[src/rtl/mult_div_pkg.sv]
// Shared definitions for the multicycle signed multiply/divide unit.
// Default operand width, op codes, FSM encoding and iteration sizing helpers.
package mult_div_pkg;

    localparam int unsigned MD_WIDTH = 32;

    localparam logic OP_MULT = 1'b0;
    localparam logic OP_DIV  = 1'b1;

    typedef enum logic [1:0] {
        StIdle = 2'd0,
        StRun  = 2'd1,
        StDone = 2'd2
    } md_state_e;

    // One result bit per cycle, so the iteration count equals the operand width.
    function automatic int unsigned iter_count(int unsigned width);
        return width;
    endfunction

    function automatic int unsigned cnt_width(int unsigned width);
        return (iter_count(width) > 1) ? $clog2(iter_count(width)) : 1;
    endfunction

endpackage

[src/rtl/div_step.sv]
// One restoring-division step on magnitudes: shift in a dividend bit, trial-subtract
// the divisor and keep the difference only when it is non-negative.
module div_step
    import mult_div_pkg::*;
#(
    parameter int unsigned WIDTH = MD_WIDTH
) (
    input  logic [WIDTH:0] rem_in,
    input  logic           dividend_bit,
    input  logic [WIDTH:0] divisor,
    output logic [WIDTH:0] rem_out,
    output logic           q_bit
);

    localparam int unsigned RemW = WIDTH + 1;

    logic [WIDTH+1:0] shifted;
    logic [WIDTH+1:0] diff;

    assign shifted = {rem_in, dividend_bit};
    assign diff    = shifted - {1'b0, divisor};
    assign q_bit   = (shifted >= {1'b0, divisor});
    // The kept remainder is always below the divisor, so it fits in WIDTH+1 bits.
    assign rem_out = RemW'(q_bit ? diff : shifted);

endmodule

[src/rtl/mult_div_unit.sv]
// Multicycle signed multiply (radix-2 Booth) / divide (restoring) unit feeding Hi/Lo.
// One result bit per cycle; hi/lo are only written on the final iteration.
module mult_div_unit
    import mult_div_pkg::*;
#(
    parameter int unsigned WIDTH = MD_WIDTH
) (
    input  logic             clk,
    input  logic             reset,
    input  logic             start,
    input  logic             op,
    input  logic [WIDTH-1:0] a,
    input  logic [WIDTH-1:0] b,
    output logic [WIDTH-1:0] hi,
    output logic [WIDTH-1:0] lo,
    output logic             busy,
    output logic             done,
    output logic             div_zero
);

    localparam int unsigned CntW = cnt_width(WIDTH);
    localparam logic [CntW-1:0] LastCnt = CntW'(iter_count(WIDTH) - 1);

    md_state_e        state_q, state_d;
    logic [CntW-1:0]  cnt_q, cnt_d;
    logic             op_q, op_d;
    // acc: Booth accumulator or partial remainder; sr: multiplier or dividend/quotient.
    logic [WIDTH:0]   acc_q, acc_d;
    logic [WIDTH-1:0] sr_q, sr_d;
    logic             q1_q, q1_d;
    logic [WIDTH:0]   mcand_q, mcand_d;
    logic             neg_quo_q, neg_quo_d;
    logic             neg_rem_q, neg_rem_d;
    logic             dz_q, dz_d;
    logic [WIDTH-1:0] hi_q, hi_d;
    logic [WIDTH-1:0] lo_q, lo_d;

    logic [WIDTH-1:0] a_mag, b_mag;
    logic [WIDTH:0]   booth_sum, booth_acc;
    logic [WIDTH-1:0] booth_sr;
    logic [WIDTH:0]   step_rem;
    logic             step_q;
    logic [WIDTH-1:0] quo_mag, rem_mag;

    assign a_mag = a[WIDTH-1] ? (~a + 1'b1) : a;
    assign b_mag = b[WIDTH-1] ? (~b + 1'b1) : b;

    always_comb begin
        unique case ({sr_q[0], q1_q})
            2'b01:   booth_sum = acc_q + mcand_q;
            2'b10:   booth_sum = acc_q - mcand_q;
            default: booth_sum = acc_q;
        endcase
    end

    // Arithmetic shift right of {acc, multiplier, q-1}.
    assign booth_acc = {booth_sum[WIDTH], booth_sum[WIDTH:1]};
    assign booth_sr  = {booth_sum[0], sr_q[WIDTH-1:1]};

    div_step #(
        .WIDTH(WIDTH)
    ) u_div_step (
        .rem_in      (acc_q),
        .dividend_bit(sr_q[WIDTH-1]),
        .divisor     (mcand_q),
        .rem_out     (step_rem),
        .q_bit       (step_q)
    );

    assign quo_mag = {sr_q[WIDTH-2:0], step_q};
    assign rem_mag = step_rem[WIDTH-1:0];

    always_comb begin
        state_d   = state_q;
        cnt_d     = cnt_q;
        op_d      = op_q;
        acc_d     = acc_q;
        sr_d      = sr_q;
        q1_d      = q1_q;
        mcand_d   = mcand_q;
        neg_quo_d = neg_quo_q;
        neg_rem_d = neg_rem_q;
        dz_d      = dz_q;
        hi_d      = hi_q;
        lo_d      = lo_q;

        unique case (state_q)
            StIdle: begin
                dz_d = 1'b0;
                if (start) begin
                    if (op == OP_DIV && b == '0) begin
                        dz_d    = 1'b1;
                        state_d = StDone;
                    end else begin
                        op_d    = op;
                        cnt_d   = '0;
                        acc_d   = '0;
                        q1_d    = 1'b0;
                        state_d = StRun;
                        if (op == OP_MULT) begin
                            sr_d    = b;
                            mcand_d = {a[WIDTH-1], a};
                        end else begin
                            sr_d      = a_mag;
                            mcand_d   = {1'b0, b_mag};
                            neg_quo_d = a[WIDTH-1] ^ b[WIDTH-1];
                            neg_rem_d = a[WIDTH-1];
                        end
                    end
                end
            end
            StRun: begin
                cnt_d = cnt_q + 1'b1;
                if (op_q == OP_MULT) begin
                    acc_d = booth_acc;
                    sr_d  = booth_sr;
                    q1_d  = sr_q[0];
                end else begin
                    acc_d = step_rem;
                    sr_d  = quo_mag;
                end
                if (cnt_q == LastCnt) begin
                    state_d = StDone;
                    if (op_q == OP_MULT) begin
                        hi_d = booth_acc[WIDTH-1:0];
                        lo_d = booth_sr;
                    end else begin
                        hi_d = neg_rem_q ? (~rem_mag + 1'b1) : rem_mag;
                        lo_d = neg_quo_q ? (~quo_mag + 1'b1) : quo_mag;
                    end
                end
            end
            StDone: begin
                state_d = StIdle;
            end
            default: begin
                state_d = StIdle;
            end
        endcase
    end

    always_ff @(posedge clk or posedge reset) begin
        if (reset) begin
            state_q   <= StIdle;
            cnt_q     <= '0;
            op_q      <= OP_MULT;
            acc_q     <= '0;
            sr_q      <= '0;
            q1_q      <= 1'b0;
            mcand_q   <= '0;
            neg_quo_q <= 1'b0;
            neg_rem_q <= 1'b0;
            dz_q      <= 1'b0;
            hi_q      <= '0;
            lo_q      <= '0;
        end else begin
            state_q   <= state_d;
            cnt_q     <= cnt_d;
            op_q      <= op_d;
            acc_q     <= acc_d;
            sr_q      <= sr_d;
            q1_q      <= q1_d;
            mcand_q   <= mcand_d;
            neg_quo_q <= neg_quo_d;
            neg_rem_q <= neg_rem_d;
            dz_q      <= dz_d;
            hi_q      <= hi_d;
            lo_q      <= lo_d;
        end
    end

    assign hi       = hi_q;
    assign lo       = lo_q;
    assign busy     = (state_q != StIdle);
    assign done     = (state_q == StDone);
    assign div_zero = (state_q == StDone) && dz_q;

endmodule

[config.mk]
export PLATFORM = sky130hd
export DESIGN_NAME = mult_div_unit
export DESIGN_NICKNAME = d
export VERILOG_FILES = /design/src/rtl/mult_div_pkg.sv /design/src/rtl/div_step.sv /design/src/rtl/mult_div_unit.sv
export SDC_FILE = /design/constraint.sdc
export NUM_CORES = 1
export LEC_CHECK = 0
export CAP_MARGIN = 10
export CORE_AREA = 4 4 207 209
export CTS_BUF_LIST = sky130_fd_sc_hd__clkbuf_2 sky130_fd_sc_hd__clkbuf_4 sky130_fd_sc_hd__clkbuf_8
export DETAILED_ROUTE_END_ITERATION = 7
export DIE_AREA = 0 0 211 213
export SYNTH_ARGS = -nofsm -noshare
export SYNTH_HDL_FRONTEND = slang
export SYNTH_SLANG_ARGS = --single-unit
[constraint.sdc]
create_clock -name clk -period 9.5 [get_ports clk]
set_input_delay 0.95 -clock clk [delete_from_list [all_inputs] [get_ports clk]]
set_output_delay 0.95 -clock clk [all_outputs]
set_load 0.05 [all_outputs]
==> impl_metrics.csv, run 1 <==
group,metric,value,unit
status,status,"finished, final reports clean",
critical_path,reg2regPathDepth,20,
sta,tightest_slew,1.25,ns
cells_and_area,areaGrowthSynthToFinish,12.6,%
die,die-area,44900,sq um
cells_and_area,finalNetCount,2323,
clock_network,cts_num_sinks,174,
die,io_pins,135,
yosys,ys_async_sr_fraction,100,%
cells_and_area,final_cell_mix,"nand2_1 (316), o21ai_0 (242), dfrtp_1 (173), a21oi_1 (169), nor2_1 (144)",
routing,num_vias,16600,
global_route,first_global_vias,15900,
placement,place.gp.congestion,0.953,
die,die_w,211,um
critical_path,cp-end-kind,"register",
clock_network,cts.repair.resized,0,
routing,first_iter_violations,1493,
critical_path,worstSetupPathType,"register to register",
sta,layout_worst_path_cycle_share,62.6,%
critical_path,required,9.94,ns
routing,wl,60.8,mm
clock_network,clk_latency,0.54,ns
sta,setup_viol,0,
sta,slew_headroom,16.2,%
clock_network,cts-buffers-inserted,17,
routing,antenna_left,0,
global_route,grt_first_pass_wirelength,93.2,mm
sta,fmax,0.168,GHz
yosys,ys_seq_area_share,26.7,%
critical_path,r2r_slack,3.56,ns
sta,layout_min_cycle_time,5.94,ns
yosys,synth.cell_area,16300,sq um
placement,io_buffer_count,134,
yosys,synth.area.top_cells,"dfrtp_1 (27%), o21ai_0 (7.4%), nand2_1 (7.3%)",
routing,vias_per_cell,6.10,
routing,drc_errors,0,
critical_path,cp-start-kind,"register",
clock_network,cts_tree,"yes",
yosys,synth_cells,2145,
clock_network,clock_path_buffers,2,
clock_network,h-tree-depth,4,
yosys,synth_flop_cell,"dfrtp_1",
cells_and_area,final_common_cell,"nand2_1",
sta,rsz0062_at_grt,"no",
routing,first_pass_iters,6,
routing,wire_per_inst,22.3,um
die,die_h,213,um
global_route,grt_use_total,26.5,%
yosys,yosysTopAreaCell,"dfrtp_1",
clock_network,cts-hold-fix-buffers,0,
critical_path,critPathMaxFanout,44,
yosys,synth-seq-cells,174,
yosys,syn_area_per_cell,7.59,sq um
die,rows,74,
sta,hold_viol,0,
min_path,hold_path.class,"register to register",
min_path,hold_depth,2,
critical_path,cp.arrival,6.39,ns
yosys,synth-edff-count,0,
cells_and_area,drive_gt1_share,4.33,%
sta,maxSlewViolCount,0,
sta,finClkSkew,0.0239,ns
clock_network,cts-root-buf,"clkbuf_8",
yosys,synth_nets,2288,
die,initial_core_util,39.9,%
global_route,grt_max_degree,130,
yosys,ys_warn_count,0,
global_route,antenna_found_initial,2,
die,core,40800,sq um
placement,dp_hpwl,46.3,mm
yosys,ys_types,82,
yosys,netlist.area_leader.share,26.7,%
job,cap_violations,0,
global_route,grt_overflow,0,
clock_network,clk_pin_slew,0.12,ns
sta,tns,0,ns
cells_and_area,fill_cells,4080,
clock_network,post_cts_buffers,0,
-- through the flow --
step | cell area (sq um) | worst slack, ns | utilization [%] | cells | hold slack (ns)
detailed placement | 17900 | 3.71 | 43.9 | 2693 | 0.465
global route | 18300 | 3.23 | 44.9 | 2725 | 0.507
CTS | 18300 | 3.64 | 44.9 | 2725 | 0.489
finish | 18300 | 3.56 | 44.9 | 2726 | 0.485
floorplan | 16300 | 3.83 | - | 2145 | 0.442
global placement | 17900 | 3.72 | 43.9 | 2693 | 0.460
-- worst paths after layout --
path / startpoint / end
worst max-delay path: sr_q[31] / hi[28]
worst min-delay path: hi[5] / hi[5]
worst max register to register: sr_q[31] / hi[28]
worst min register to register: hi[5] / hi[5]
max in group asynchronous: reset / op_q
min in group asynchronous: reset / mcand_q[23]
-- kinds of logic after synthesis --
kind of cell | synth area share, %
AOI/OAI and AO/OA | 28.5
and+or+nand+nor | 20.2
buffers and inverters | 5.22
xor gates and xnor gates | 9.84
DFF | 26.7
adders and majority gates | 5.86
muxes | 3.67
-- cell usage after synthesis, drive strengths merged (8+ instances only) --
cell	count
nand2	317
o21ai	246
dfrtp	174
a21oi	171
nor2	144
xor2	107
clkbuf	101
inv	82
xnor2	76
ha	73
mux2i	54
o31ai	47
a211oi	36
buf	35
nor3	35
a21o	29
nand3	28
or3	28
o221ai	26
nor4	25
a31oi	22
o211ai	22
nand2b	21
o41ai	21
a22o	18
nand4	18
or4	18
nor2b	16
o21a	13
and2	12
and3	11
or2	10
o21bai	9
o22ai	9
a41oi	8
-- layer usage --
layer  global-route usage (%)  routed length, um  vias to the layer above
li1                         -                  -                     7853
met1                     34.1              25800                     8037
met2                     44.2              28700                      594
met3                     4.60               3540                      135
met4                     11.0               2710                        2
met5                        0                 20                        -
-- sequential cells by signal, indices dropped and copies added, names as in the netlist --
| signal | flops |
|---|---|
| acc_q | 33 |
| mcand_q | 33 |
| hi | 32 |
| lo | 32 |
| sr_q | 32 |
| cnt_q | 5 |
| state_q | 2 |
| dz_q | 1 |
| neg_quo_q | 1 |
| neg_rem_q | 1 |
| op_q | 1 |
| q1_q | 1 |
-- worst max-delay path, stage by stage (launching register included) --
cell and delay (ns):
dfrtp_1 0.49, inv_1 0.09, ha_1 0.15, inv_1 0.05, fa_1 0.43, a21o_1 0.22, a311oi_2 0.57, o41a_4 0.28
a21oi_4 0.08, a31o_2 0.24, buf_4 0.31, o21ai_0 0.38, ha_1 0.28, nand2_1 0.09, or4_1 0.45, nor3_1 0.43
a21oi_2 0.22, nor3_1 0.47, a41oi_1 0.20, xor2_1 0.19, o211ai_1 0.17
-- final cells by class --
cell class / count / area (sq um) / share of cell area (%)
Antenna cell: 1 / 2.50 / 0.0137
Sequential cell: 174 / 4360 / 23.8
Multi-Input combinational cell: 1753 / 11100 / 60.5
Timing Repair Buffer: 152 / 1470 / 8.04
Clock buffer: 18 / 241 / 1.32
Tap cell: 532 / 666 / 3.63
Clock inverter: 14 / 176 / 0.962
Inverter: 82 / 315 / 1.72
Power of run 1 is left out: the tool's default activity adds up to more than one toggle a clock period on the data nets, which glitch-free logic cannot reach.
==> inputs of run 2 (changes only) <==
- clock period: 9.5 -> 5.93 ns (I/O delays scaled with it)
==> impl_metrics.csv, run 2 (synthesized netlist as in run 1, its figures left out) <==
group,metric,value,unit
critical_path,r2r_end,"hi[28]",
cells_and_area,ff_latch_area,4360,sq um
global_route,first_global_vias,15800,
cells_and_area,multi_input_area,11100,sq um
cells_and_area,final_cell_mix,"nand2_1 (316), o21ai_0 (242), dfrtp_1 (173), a21oi_1 (169), nor2_1 (144)",
min_path,hold_end,"hi[6]",
placement,place.gp.congestion,0.953,
critical_path,r2r_slack,0.40,ns
routing,wl,60.0,mm
clock_network,clk_pin_slew,0.11,ns
min_path,hp-start,"hi[6]",
sta,layout_min_cycle_time,5.53,ns
global_route,grt_max_degree,129,
routing,antenna_left,0,
die,rows,74,
routing,first_iter_violations,1672,
sta,rsz0062_at_grt,"no",
routing,wire_per_inst,21.9,um
cells_and_area,reg_top3,"acc_q (33), mcand_q (33)",
cells_and_area,finalNetCount,2334,
placement,io_buffer_count,134,
routing,num_vias,16400,
routing,drc_errors,0,
routing,vias_per_cell,6.00,
cells_and_area,final_common_cell,"nand2_1",
clock_network,cts-root-buf,"clkbuf_8",
cells_and_area,antennaDiodeCount,0,
sta,tightest_slew,1.12,ns
critical_path,rr_startpoint,"mcand_q[24]",
sta,slew_headroom,24.6,%
critical_path,reg2regPathDepth,18,
die,io_pins,135,
global_route,grt_use_total,26.3,%
cells_and_area,final_cells,2736,
job,cap_violations,0,
clock_network,clk_latency,0.53,ns
critical_path,critPathMaxFanout,14,
status,status,"finished, final reports clean",
die,initial_core_util,39.9,%
cells_and_area,areaGrowthSynthToFinish,13.1,%
clock_network,cts_tree,"yes",
placement,dp.cells,2704,
global_route,antenna_found_initial,2,
sta,maxSlewViolCount,0,
die,die_w,211,um
placement,dp_hpwl,46.6,mm
sta,setup_viol,0,
clock_network,h-tree-depth,4,
critical_path,cp-end-kind,"register",
sta,hold_viol,0,
sta,fmax,0.181,GHz
clock_network,clock_path_buffers,2,
clock_network,cts_num_sinks,174,
critical_path,required,6.38,ns
die,die_h,213,um
critical_path,cp.arrival,5.97,ns
clock_network,cts-buffers-inserted,17,
sta,layout_worst_path_cycle_share,93.2,%
min_path,hold_path.class,"register to register",
cells_and_area,drive_gt1_share,4.81,%
global_route,grt_overflow,0,
cells_and_area,fill_cells,4131,
min_path,hold_depth,1,
critical_path,cp-start-kind,"register",
critical_path,worstSetupPathType,"register to register",
global_route,grt_first_pass_wirelength,92.4,mm
die,core,40800,sq um
die,die-area,44900,sq um
sta,tns,0,ns
sta,finClkSkew,0.0216,ns
clock_network,post_cts_buffers,0,
routing,first_pass_iters,5,
-- run 2: changes by cell type in the layout (fill, tap and decap cells not counted) --
cell,delta
buf_4,+10
clkinv_8,-3
clkbuf_8,+2
buf_12,+1
clkbuf_4,-1
diode_2,-1
ha_1,+1
ha_2,-1
inv_6,+1
inv_8,+1
nor4_1,-1
nor4_2,+1
-- run 2: worst max-delay path, stage by stage, from the launching register on --
cell,delay (ns)
dfrtp_1,0.44
inv_1,0.11
ha_1,0.53
nand4_1,0.27
nor4_1,0.72
a31oi_1,0.17
o31ai_1,0.11
a31o_2,0.42
o21ai_0,0.21
inv_1,0.09
ha_1,0.21
nand2_1,0.06
or4_1,0.43
nor3_1,0.39
a21oi_2,0.23
nor3_1,0.50
a41oi_1,0.20
xor2_1,0.18
o211ai_1,0.18
-- run 2: worst max path at each step --
stage / slack, ns / cells after the start / to / start
after floorplan: 0.62 / 1 / acc_q[0] / reset
after global placement: 0.77 / 17 / hi[31] / mcand_q[4]
after detailed placement: 0.64 / 21 / hi[28] / sr_q[31]
after CTS: 0.58 / 21 / hi[28] / sr_q[31]
after global routing: 0.12 / 18 / hi[28] / mcand_q[24]
final: 0.40 / 18 / hi[28] / mcand_q[24]
-- run 2: stage by stage --
| stage | hold slack, ns | util (%) | setup WS, ns | instance area [sq um] |
|---|---|---|---|---|
| after global placement | 0.462 | 44.1 | 0.769 | 18000 |
| after detailed placement | 0.465 | 44.1 | 0.641 | 18000 |
| after CTS | 0.488 | 45.1 | 0.581 | 18400 |
| final | 0.482 | 45.1 | 0.405 | 18400 |
| after global routing | 0.503 | 45.1 | 0.119 | 18400 |
| after floorplan | 0.442 | - | 0.620 | 16300 |
-- run 2: metal layers --
layer	vias to the layer above	GRT usage, %	routed length [um]
met5	-	0	0
met4	0	11.2	2600
met3	114	3.83	2860
met2	519	44.5	29000
met1	7942	33.6	25500
li1	7853	-	-
-- run 2: area by class of cell --
class | instances | share of cell area, %
Clock inverter | 13 | 0.802
Timing Repair Buffer | 163 | 8.52
Sequential cell | 174 | 23.7
Tap cell | 532 | 3.61
Clock buffer | 19 | 1.42
Inverter | 82 | 1.71
Multi-Input combinational cell | 1753 | 60.3
-- run 2: timing repair --
item,4_1_cts,5_1_grt
hold buffers,0,0
endpoints found under the setup margin,0,1
resized for setup,0,1
endpoints found under the hold margin,0,0
Power of run 2 is left out for the same reason.
